**src/rtl/arbiter_pkg.sv**
```systemverilog
// Shared constants and bit-vector helpers for the round-robin arbiter.
// Helpers work on a fixed 32-bit container; the live width is passed as an argument.
// Bits at or above the live width are always returned as zero.
package arbiter_pkg;

  localparam int unsigned DEFAULT_NUM_REQ = 4;
  localparam int unsigned MAX_REQ         = 32;
  localparam int unsigned MAX_IDX_W       = 5;

  typedef logic [MAX_REQ-1:0]   req_vec_t;
  typedef logic [MAX_IDX_W-1:0] idx_t;
  typedef logic [MAX_IDX_W:0]   cnt_t;

  // Rotate the low n bits of v right by sh (sh < n): result[i] = v[(i+sh) mod n].
  function automatic req_vec_t rotr(input req_vec_t v, input idx_t sh, input cnt_t n);
    req_vec_t r;
    cnt_t     s;
    r = '0;
    for (int i = 0; i < MAX_REQ; i++) begin
      s = cnt_t'(i) + {1'b0, sh};
      if (s >= n) s = s - n;
      if (cnt_t'(i) < n) r[i] = v[s[MAX_IDX_W-1:0]];
    end
    return r;
  endfunction

  // Rotate the low n bits of v left by sh (sh < n): result[i] = v[(i-sh) mod n].
  function automatic req_vec_t rotl(input req_vec_t v, input idx_t sh, input cnt_t n);
    req_vec_t r;
    cnt_t     s;
    r = '0;
    for (int i = 0; i < MAX_REQ; i++) begin
      s = cnt_t'(i) + n - {1'b0, sh};
      if (s >= n) s = s - n;
      if (cnt_t'(i) < n) r[i] = v[s[MAX_IDX_W-1:0]];
    end
    return r;
  endfunction

  // Keep only the lowest set bit (fixed priority, bit 0 highest).
  function automatic req_vec_t lowest_set(input req_vec_t v);
    return v & (~v + req_vec_t'(1));
  endfunction

  // Binary index of a one-hot vector; zero for an all-zero vector.
  function automatic idx_t onehot_to_idx(input req_vec_t oh);
    idx_t idx;
    idx = '0;
    for (int i = 0; i < MAX_REQ; i++) begin
      if (oh[i]) idx = idx | idx_t'(i);
    end
    return idx;
  endfunction

endpackage

```
**src/rtl/arbiter_rr_picker.sv**
```systemverilog
// Combinational round-robin pick: first set request at or after ptr, wrapping.
// Latency: zero (pure logic); the caller registers the result.
// Backpressure: none; a pick is produced every evaluation, all-zero when idle.
module rr_picker
  import arbiter_pkg::*;
#(
  parameter int unsigned NUM_REQ = DEFAULT_NUM_REQ,
  parameter int unsigned IDX_W   = $clog2(NUM_REQ)
) (
  input  logic [NUM_REQ-1:0] req_i,
  input  logic [IDX_W-1:0]   ptr_i,
  output logic [NUM_REQ-1:0] gnt_o,
  output logic [IDX_W-1:0]   idx_o,
  output logic               vld_o
);

  localparam cnt_t N = cnt_t'(NUM_REQ);

  req_vec_t req_ext;
  req_vec_t req_rot;
  req_vec_t pick_rot;
  req_vec_t pick;
  idx_t     pick_idx;
  logic     unused_bits;

  // Rotate so ptr lands on bit 0, take the lowest request, rotate back.
  always_comb begin
    req_ext                = '0;
    req_ext[NUM_REQ-1:0]   = req_i;
    req_rot                = rotr(req_ext, idx_t'(ptr_i), N);
    pick_rot               = lowest_set(req_rot);
    pick                   = rotl(pick_rot, idx_t'(ptr_i), N);
    pick_idx               = onehot_to_idx(pick);
  end

  assign gnt_o = pick[NUM_REQ-1:0];
  assign idx_o = pick_idx[IDX_W-1:0];
  assign vld_o = |pick[NUM_REQ-1:0];

  // Upper container bits are zero by construction.
  assign unused_bits = ^{pick, pick_idx};

endmodule

```
**src/rtl/arbiter.sv**
```systemverilog
// Registered round-robin arbiter: one-hot grant to the first requester at/after ptr.
// Latency: one cycle from req sample to gnt/gnt_vld/gnt_idx; all outputs are flops.
// Backpressure: none; arbitration re-runs every cycle, grants are never held.
module arbiter
  import arbiter_pkg::*;
#(
  parameter int unsigned NUM_REQ = DEFAULT_NUM_REQ,
  parameter int unsigned IDX_W   = $clog2(NUM_REQ)
) (
  input  logic               clk,
  input  logic               rst,
  input  logic [NUM_REQ-1:0] req,
  output logic [NUM_REQ-1:0] gnt,
  output logic               gnt_vld,
  output logic [IDX_W-1:0]   gnt_idx
);

  logic [NUM_REQ-1:0] gnt_q, gnt_d;
  logic               vld_q, vld_d;
  logic [IDX_W-1:0]   idx_q, idx_d;
  logic [IDX_W-1:0]   ptr_q, ptr_d;

  rr_picker #(
    .NUM_REQ (NUM_REQ),
    .IDX_W   (IDX_W)
  ) u_picker (
    .req_i (req),
    .ptr_i (ptr_q),
    .gnt_o (gnt_d),
    .idx_o (idx_d),
    .vld_o (vld_d)
  );

  // Advance priority just past the winner; hold it when nobody asked.
  always_comb begin
    ptr_d = ptr_q;
    if (vld_d) begin
      if (idx_d == IDX_W'(NUM_REQ - 1)) begin
        ptr_d = '0;
      end else begin
        ptr_d = idx_d + IDX_W'(1);
      end
    end
  end

  // Grant and pointer registers; reset clears outputs without waiting for a clock.
  always_ff @(posedge clk or negedge rst) begin
    if (!rst) begin
      gnt_q <= '0;
      vld_q <= 1'b0;
      idx_q <= '0;
      ptr_q <= '0;
    end else begin
      gnt_q <= gnt_d;
      vld_q <= vld_d;
      idx_q <= idx_d;
      ptr_q <= ptr_d;
    end
  end

  assign gnt     = gnt_q;
  assign gnt_vld = vld_q;
  assign gnt_idx = idx_q;

endmodule

```
**config.mk**
```make
export PLATFORM = sky130hd
export DESIGN_NAME = arbiter
export DESIGN_NICKNAME = d
export VERILOG_FILES = /design/src/rtl/arbiter_pkg.sv /design/src/rtl/arbiter_rr_picker.sv /design/src/rtl/arbiter.sv
export SDC_FILE = /design/constraint.sdc
export NUM_CORES = 1
export LEC_CHECK = 0
export BUFFER_PORTS_ARGS = -buffer_cell sky130_fd_sc_hd__buf_4
export CAP_MARGIN = 20
export CORE_MARGIN = 5
export CORE_UTILIZATION = 40
export DETAILED_ROUTE_END_ITERATION = 10
export PLACE_DENSITY = 0.62
export SLEW_MARGIN = 20
export SYNTH_ARGS = -nofsm -noshare
export SYNTH_HDL_FRONTEND = slang
export SYNTH_HIERARCHICAL = 1
export SYNTH_SLANG_ARGS = --single-unit
```
**constraint.sdc**
```tcl
create_clock -name clk -period 9.4 [get_ports clk]
set_input_delay 1.88 -clock clk [delete_from_list [all_inputs] [get_ports clk]]
set_output_delay 1.88 -clock clk [all_outputs]
set_load 0.005 [all_outputs]
```
# [Yosys cells after proc, flatten, opt, wreduce, memory -nomap -nowiden]
# Cells that the tools add are included.
[op_classes] add_sub_neg=17 bitwise_logic=2 order_cmp=16 n_eq_ne=1 reduce_logical=1 n_mux=28
[op_table] operator="less-than comparator 5 x 6 -> 1 bit, second input constant" n=8
[op_table] operator="greater-or-equal comparator 6 x 3 -> 1 bit, second input constant" n=7
[op_table] operator="binary-select mux 1 bit (select 5 bit)" n=8
[op_table] operator="2-to-1 mux 5 bit" n=8
[op_table] operator="subtractor 5 x 3 -> 5 bit, second input constant" n=7
[op_table] operator="adder 32 x 1 -> 32 bit, second input constant" n=1
[op_table] operator="AND 4 x 32 -> 32 bit" n=1
[op_table] operator="NOT 4 -> 32 bit" n=1
[op_table] operator="subtractor 3 x 2 -> 4 bit, first input constant" n=4
[op_table] operator="2-to-1 mux 1 bit" n=9
[op_table] operator="adder 2 x 2 -> 3 bit, first input constant" n=2
[op_table] operator="2-to-1 mux 2 bit" n=3
[op_table] operator="OR reduction 4 bit" n=1
[op_table] operator="subtractor 2 x 3 -> 4 bit, second input constant" n=1
[op_table] operator="adder 1 x 2 -> 3 bit, first input constant" n=1
[op_table] operator="greater-or-equal comparator 2 x 3 -> 1 bit, second input constant" n=1
[op_table] operator="adder 2 x 1 -> 2 bit, second input constant" n=1
[op_table] operator="equality test 2 bit, second input constant" n=1
[totals] out_inout_bits=7 in_bits=6 word_cells=69 ff_bits=9

# [Logic depth before layout (Yosys ltp)]
# Gate-level depths: netlist of the first run.
[depth] depth_word=15 mapped_depth=12 mapped_depth_nobuf=10

# [Modules after synthesis]
# The synthesis of the first run kept the hierarchy.
[by_module_without_submodules] module="rr_picker" area_per_inst_um2=446.7 seq_area_each_um2=0.0 cells_each=60 instances=1
[by_module_without_submodules] module="arbiter" area_per_inst_um2=264.0 seq_area_each_um2=225.2 cells_each=13 instances=1

# [Worst setup path after synthesis of the first run]
# No wires, ideal clock.
[synth_timing] path_type="in2reg" start="in req[3]" end="reg ptr_q[1]" stages=7 path_slack_ns=5.471 t_required_ns=9.275 n_path_buf=0 setup_time_ns=0.125 arrival_ns=3.804 cell_sequence="mux4_2 -> or4_4 -> nand3_1 -> nand2_1 -> o221ai_1 -> ha_1 -> mux2_2"
[synth_via] elab_cells_between_ends=26 classes_between="2 x add/sub; 1 x eq/ne; 20 x mux; 2 x bitwise; 1 x reduce/logical"
[synth_lines] item="from (decl)" line="arbiter.sv:12" source="input logic [NUM_REQ-1:0] req,"
[synth_lines] item="binary-select mux 1 bit (select 5 bit)" line="arbiter_pkg.sv:22" source="if (cnt_t'(i) < n) r[i] = v[s[MAX_IDX_W-1:0]];"
[synth_lines] item="2-to-1 mux 1 bit (implied by the code)" line="arbiter_pkg.sv:22"
[synth_lines] item="NOT 4 -> 32 bit" line="arbiter_pkg.sv:42" source="return v & (~v + req_vec_t'(1));"
[synth_lines] item="adder 32 x 1 -> 32 bit" line="arbiter_pkg.sv:42"
[synth_lines] item="AND 4 x 32 -> 32 bit *" line="arbiter_pkg.sv:42"
[synth_lines] item="binary-select mux 1 bit (select 5 bit)" line="arbiter_pkg.sv:35" source="if (cnt_t'(i) < n) r[i] = v[s[MAX_IDX_W-1:0]];"
[synth_lines] item="2-to-1 mux 1 bit (implied by the code)" line="arbiter_pkg.sv:35"
[synth_lines] item="2-to-1 mux 2 bit" line="arbiter_pkg.sv:50" source="if (oh[i]) idx = idx | idx_t'(i);"
[synth_lines] item="2-to-1 mux 2 bit *" line="arbiter_pkg.sv:50"
[synth_lines] item="net idx_d[1]" line="arbiter.sv:20" source="logic [IDX_W-1:0] idx_q, idx_d;"
[synth_lines] item="adder 2 x 1 -> 2 bit / equality test 2 bit (equally long branches)" line="arbiter.sv:41, arbiter.sv:38"
[synth_lines] item="2-to-1 mux 2 bit *" line="arbiter.sv:38" source="if (idx_d == IDX_W'(NUM_REQ - 1)) begin"
[synth_lines] item="to (signal assigned)" line="arbiter.sv:57" source="ptr_q <= ptr_d;"
[synth_lines] item="to (decl)" line="arbiter.sv:21" source="logic [IDX_W-1:0] ptr_q, ptr_d;"
# Mark *: on every way through the listed nets, which the timed path passes. The rest lies on a longest branch. The select of a mux whose other input is x is not followed.
# A chain may end at the register's enable or synchronous reset.

# [Worst setup path in the final report of the first run]
# Ends and elaborated chain as after synthesis.

==> summary.md, run 1 <==
| Metric | Value |
|---|---|
| Status | complete, no violations |
| DIE HEIGHT | approximately 52 µm |
| Worst vdd ir | approximately 0.17 mV |
| Post-CTS Setup Inserts | 0 |
| CTS Sinks | 9 |
| Initial core utilization | 41.61% |
| DR iter-0 viols | 4 |
| I/O Pins | 13 |
| Clock Skew | approximately 0.0066 ns |
| XOR/XNOR Fraction of Synth Area | 0% |
| CTS max path bufs | 2 |
| Largest net degree at the start of global routing | 16 |
| Sequential share of the synthesized area | 31.69% |
| Mean Syn Cell Area | between 9 and 10 µm² |
| Worst skew pair latency | roughly 0.25 ns |
| MaxCap Viol Count | 0 |
| Worst-path clk slew | roughly 0.060 ns |
| Fin nets | 101 |
| HP Class | reg2reg |
| Synth Cell Area | 710.7 µm² |
| RSZ-0062 raised after global routing | no |
| CP max stage delay | 0.57 ns |
| Number of diodes | 0 |
| Final worst-path cycle share | about two fifths |
| WP data arrival | about 4 ns |
| Root Driver | clkbuf_4 |
| Routed Antenna Nets | 0 |
| Area grow syn2layout | 19.54% |
| Final setup TNS | 0 ns |
| Mux contribution to synthesized area | 14.96% |
| Post-Synth Simple-Gate Area | between 20 and 25% |
| Most frequent cell after synthesis | dfrtp_1 |
| Fin cells | 112 |
| Core Region | between 1500 and 2000 µm² |
| Top Layer Used | met4 |
| Synth Instances | 73 |
| Routed wl met3 | 67 µm |
| DR vias | 600 |
| Total power | ~0.00036 W |
| DRT Pass-1 Iters | 4 |
| Setup crit end kind | flop |
| Wirelength, routed | 1390 µm |
| Leakage | slightly below 0.4 nW |
| DRT met1 WL | 625 µm |
| Adder-Cell Fraction of Synth Area | 12.32% |
| Synth area leaders | dfrtp_1 (32%), ha_1 (12%), mux2i_1 (7.0%) |
| Post-CTS resize count | 0 |
| PwrDens | 422.0 nW/µm² |
| Die Span X | 52.15 µm |
| Port Buf Inserts | 12 |
| First-pass GRT wire length | 2546 µm |
| Post-route cell area | around 850 µm² |
| Critical path type | in2reg |
| # rows | 15 |
| GRT Total Usage | 12.40% |
| Final core utilization | between 40% and 50% |
| Avg WL per Cell | about 12 µm |
| Die area | about 2700 µm² |
| Via/cell ratio | 5.357 |
| Largest family of logic cells by synthesized area | simple AND/OR/NAND/NOR gates |
| Hold Vio Cnt, Final | 0 |
| Post-synth top cells | dfrtp_1 (9), ha_1 (7), nor2_1 (6) |
| Post-DP Area | 823.3 µm² |
| Share of the synthesized area in the top cell type | 31.69% |
| Ys flop type | dfrtp_1 |
| CTS tree | built |
| Worst-margin pin slew | a little over 0.5 ns |
| Post-synth EDFFs | 0 |
| Number of global-route vias before repair | 587 |
| Post-synth cell types | 30 |
| Worst reg2reg setup slack | 6.12 ns |
| Async set-reset flop share out of synthesis | 100.0% |
| Max-slew violations | 0 |
| Share of cells above drive strength 1 | 27.59% |
| DP Cell Count | 108 |
| Initial antenna violation count | 0 |
| Hold buffers post-CTS | 0 |
| Cts bufs inserted | 3 |
| Mapped Nets | 86 |
| Final setup vio count | 0 |
| Fmax | 258.6 MHz |
| Met2 WL | 680 µm |
| Normalized max-slew margin | approximately two thirds |
| Detailed placement HPWL | 1110 µm |
| CP required | roughly 9.5 ns |
| Final min period | 3.867 ns |
| Crit-path cells | buf_4, mux4_2, or4_4, nand3_1, nand2_1, o221ai_1, ha_1, mux2_2 |
| Synth Area in Compound Gates | 18.13% |
| GRT overflow | 0 |
| Gpl congestion | 0.7624 |
| Yosys reg bits | 9 |
| Crit-path slowest cell | or4_4 |
| Yosys synthesis warning count | 6 |
| Crit start category | input port |
| DRC errors left | 0 |
| Fill count | 173 |
| Crit Path Max Fanout | 6 |
| H-Tree Level Count | 1 |
| Area leader, netlist | dfrtp_1 |
[kinds of logic (layout without fill, tap and decap cells)]
kind of cell               count (synthesis)  count (layout)
muxes                                      9               9
and+or+nand+nor                           25              25
adders and majority gates                  7               7
buffers and inverters                      5              19
AOI/OAI and AO/OA                         18              18
DFF                                        9               9
[final timing paths]
path                           from  cells after the start         end
max                          req[3]                      8    ptr_q[1]
min                        ptr_q[1]                      1      gnt[3]
max reg2reg                ptr_q[0]                      9    ptr_q[1]
min reg2reg                ptr_q[1]                      1      gnt[3]
max in group asynchronous       rst                      1      gnt[1]
min in group asynchronous       rst                      1  gnt_idx[1]
[power breakdown]
part	internal, W	total, W	switching, W
Clock	0.0000162	0.0000280	0.0000117
Sequential	0.0000605	0.0000801	0.0000196
Combinational	0.000121	0.000251	0.000130
Total	0.000197	0.000359	0.000161
[flip-flops by register name, indices dropped and copies added, names as in the netlist]
signal,count
gnt,4
gnt_idx,2
ptr_q,2
gnt_vld,1
[stage by stage]
stage | setup slack (ns) | hold slack (ns)
2_1_floorplan | 5.471 | 0.6096
3_3_place_gp | 5.271 | 0.7115
3_5_place_dp | 5.247 | 0.7144
4_1_cts | 5.524 | 0.7297
5_1_grt | 5.391 | 0.7660
6_report | 5.533 | 0.7395
[placed cells by master, fill, tap and decap left out, types with 2 or more instances in the layout]
| master | count |
|---|---|
| inv_1 | 3 |
| nor2_1 | 6 |
| o21ai_0 | 3 |
| nor4b_1 | 2 |
| o211ai_1 | 2 |
| or2_2 | 2 |
| mux2i_1 | 5 |
| dfrtp_1 | 9 |
| buf_4 | 12 |
| o221ai_1 | 2 |
| nand2_1 | 5 |
| or3_1 | 2 |
| a21oi_1 | 3 |
| ha_1 | 7 |
| mux2_2 | 3 |
| nor2b_1 | 2 |
| a311oi_1 | 3 |
| clkbuf_4 | 3 |
[final cells by class]
cell class | instances | area, µm² | share of cell area (%)
well taps | 25 | 31.28 | 3.682
repair buffers | 12 | 90.09 | 10.60
clock buffers | 4 | 26.28 | 3.093
multi-input cells | 59 | 465.4 | 54.79
inverters | 3 | 11.26 | 1.325
flip-flops and latches | 9 | 225.2 | 26.51
[metal layers]
layer / up-vias / track usage (%)
li1: 305 / -
met1: 278 / 15.19
met2: 15 / 21.55
met3: 2 / 0.8596
met4: 0 / 6.383
met5: - / 0
[worst max-delay path: cells and delay by family]
| kind | cells | cell delay [ns] |
|---|---|---|
| AO/OA/AOI/OAI | 1 | 0.22 |
| adder cells (fa/ha/maj) | 1 | 0.27 |
| buffers and inverters | 1 | 0.12 |
| multiplexers | 2 | 0.79 |
| AND/OR/NAND/NOR | 3 | 0.74 |
(Power assumes the default switching activity.)
==> inputs of run 2 (changes only) <==
Settings changed: ABC_AREA from default to 1, PLACE_DENSITY 0.62 to 0.61.
Clock period 9.4 ns to 3.7 ns, I/O delays scaled along.
==> summary.md, run 2 <==
| Metric | Value |
|---|---|
| HP Class | in2async |
| Share of the synthesized area in the top cell type | 29.22% (-2.5 points) |
| Core Region | 1783 µm² (+4.4%) |
| Fin nets | 135 (+34%) |
| # rows | 15 (unchanged) |
| Yosys synthesis warning count | 6 (unchanged) |
| Initial core utilization | 43.23% (+1.6 points) |
| Via/cell ratio | 4.500 (-16%) |
| Setup crit end kind | flop |
| Most frequent cells in the layout | nand2_1 (33), inv_1 (15), buf_4 (12), nand2_2 (12), nand3_1 (10) |
| Crit-path slowest cell | dfrtp_1 |
| Detailed placement HPWL | 1230 µm (+11%) |
| Die Span X | 53.90 µm (+3.3%) |
| Critical path's top delay family | simple AND/OR/NAND/NOR gates |
| Cts bufs inserted | 3 (unchanged) |
| Die area | 2905 µm² (+6.8%) |
| Synth area leaders | dfrtp_1 (29%), nand2_1 (16%), ha_1 (11%) |
| CTS max path bufs | 2 (unchanged) |
| Status | complete, no violations |
| Avg WL per Cell | 9.849 µm (-21%) |
| H-Tree Level Count | 1 (unchanged) |
| Crit start category | flop |
| RSZ-0062 raised after global routing | no |
| Synth Instances | 106 (+45%) |
| GRT overflow | 0 (unchanged) |
| Final min period | 2.502 ns |
| Final setup TNS | 0 ns (unchanged) |
| Yosys reg bits | 9 (unchanged) |
| Mapped Nets | 119 (+38%) |
| Number of diodes | 0 (unchanged) |
| Synth Cell Area | 770.7 µm² (+8.5%) |
| Commonest non-fill, non-tap cell in the layout | nand2_1 |
| Footprint of the multi-input gates | 455.4 µm² (-2.2%) |
| GRT Total Usage | 12.16% (-0.23 points) |
| Root Driver | clkbuf_4 |
| CP required | 3.85 ns (-5.69 ns) |
| Async set-reset flop share out of synthesis | 100.0% (unchanged) |
| I/O Pins | 13 (unchanged) |
| DIE HEIGHT | 53.90 µm (+3.3%) |
| Slack of the critical path | 1.198 ns (-4.335 ns) |
| Post-CTS resize count | 0 (unchanged) |
| Worst-path clk slew | 0.06 ns (about the same) |
| Max reg flops | 4 (unchanged) |
| First-pass GRT wire length | 2573 µm (+1.1%) |
| Register area | 225.2 µm² (unchanged) |
| CTS Sinks | 9 (unchanged) |
| Largest net degree at the start of global routing | 13 (-3) |
| Port Buf Inserts | 12 (unchanged) |
| Gpl congestion | 0.8679 (+14%) |
| Normalized max-slew margin | 67.71% (+1.8 points) |
| Area leader, netlist | dfrtp_1 |
| Final setup vio count | 0 (unchanged) |
| Initial antenna violation count | 0 (unchanged) |
| Worst slack, placed | 1.187 ns (-4.061 ns) |
| Fmax | 399.7 MHz |
| Wirelength, routed | 1438 µm (+3.5%) |
| Most frequent cell after synthesis | nand2_1 |
| DRT Pass-1 Iters | 3 (-1) |
| Post-synth EDFFs | 0 (unchanged) |
| Max-slew violations | 0 (unchanged) |
| Worst-margin pin slew | 0.4843 ns (-0.02703 ns) |
| Mean Syn Cell Area | 7.271 µm² (-25%) |
| Area grow syn2layout | 17.69% |
| Share of cells above drive strength 1 | 33.88% (+6.3 points) |
| Buffers & Inverters on Critical Path | 3 (+2) |
| WP data arrival | 2.65 ns (-1.35 ns) |
| Final worst-path cycle share | 67.63% |
| Ys flop type | dfrtp_1 |
| Crit-path cells | inv_8, ha_1, inv_1, nand3_2, nand3_4, nand2_2, nand2_1, nor2_2, nand2_2, nand2_2, nor2_2, inv_1, ha_1, nand2_1, nand2_1 |
| Crit Path Max Fanout | 12 (+6) |
| Post-synth cell types | 15 (-50%) |
| Post-CTS Setup Inserts | 0 (unchanged) |
| Sequential share of the synthesized area | 29.22% (-2.5 points) |
| Fill count | 206 (+19%) |
| Hold Vio Cnt, Final | 0 (unchanged) |
| Worst skew pair latency | 0.26 ns (about the same) |
| DRC errors left | 0 (unchanged) |
| CP max stage delay | 0.64 ns (+0.07 ns) |
| Clock Skew | 0.002387 ns (-0.004179 ns) |
| Post-synth top cells | nand2_1 (33), inv_1 (15), nand2_2 (12) |
| Routed Antenna Nets | 0 (unchanged) |
| MaxCap Viol Count | 0 (unchanged) |
| Critical path type | reg2reg |
| CTS tree | built |
| DR iter-0 viols | 9 (+5) |
| DR vias | 657 (+9.5%) |
| Hold buffers post-CTS | 0 (unchanged) |
| Number of global-route vias before repair | 652 (+11%) |
[run 2: metrics by stage]
stage	utilization, %	area (µm²)	cells	hold WS [ns]
after floorplan	-	770.7	106	0.4444
final	50.88	907.1	146	0.2935
after CTS	50.88	907.1	146	0.2872
after detailed placement	49.40	880.8	142	0.5684
after global routing	50.88	907.1	146	0.2872
after global placement	49.40	880.8	142	0.5670
[run 2: final timing paths]
| check | startpoint | endpoint | slack (ns) | cells after the start |
|---|---|---|---|---|
| min reg2reg | ptr_q[1] | ptr_q[1] | 0.70 | 2 |
| max | ptr_q[0] | ptr_q[1] | 1.20 | 15 |
| min in group clk | ptr_q[1] | ptr_q[1] | 0.70 | 2 |
| max reg2reg | ptr_q[0] | ptr_q[1] | 1.20 | 15 |
| min | rst | gnt_idx[1] | 0.29 | 1 |
| max in group asynchronous | rst | gnt[2] | 3.27 | 1 |
[run 2: layout make-up]
| type | count | share of cell area, % |
|---|---|---|
| repair buffers | 12 | 9.931 |
| clock buffers | 4 | 2.897 |
| flip-flops and latches | 9 | 24.83 |
| well taps | 25 | 3.448 |
| multi-input cells | 77 | 50.21 |
| inverters | 19 | 8.690 |
[run 2: metal layers]
layer  part of all wire, %  GRT usage, %  wire, µm  up-vias
met3                   2.9         4.155        41        0
met1                    48         14.79       691      299
met2                    49         20.56       705        6
met5                     0             0         0        -
met4                     0         2.553         0        0
li1                      -             -         -      352
[run 2: kinds of logic (layout without fill, tap and decap cells)]
kind of cell / Yosys count / count (layout) / synth area share [%]
fa+ha+maj: 7 / 7 / 11.36
buf+inv: 20 / 35 / 11.69
flops: 9 / 9 / 29.22
simple gates: 70 / 70 / 47.73
[run 2: worst register-to-register path, stage by stage (launching register included)]
cell and delay, ns:
dfrtp_1 0.64, inv_8 0.11, ha_1 0.39, inv_1 0.15, nand3_2 0.11, nand3_4 0.10, nand2_2 0.06, nand2_1 0.08
nor2_2 0.05, nand2_2 0.07, nand2_2 0.06, nor2_2 0.11, inv_1 0.07, ha_1 0.29, nand2_1 0.06, nand2_1 0.05
Power of run 2 is not shown: default switching activity piles up to over one toggle a cycle in this logic, so the estimate is an artifact.
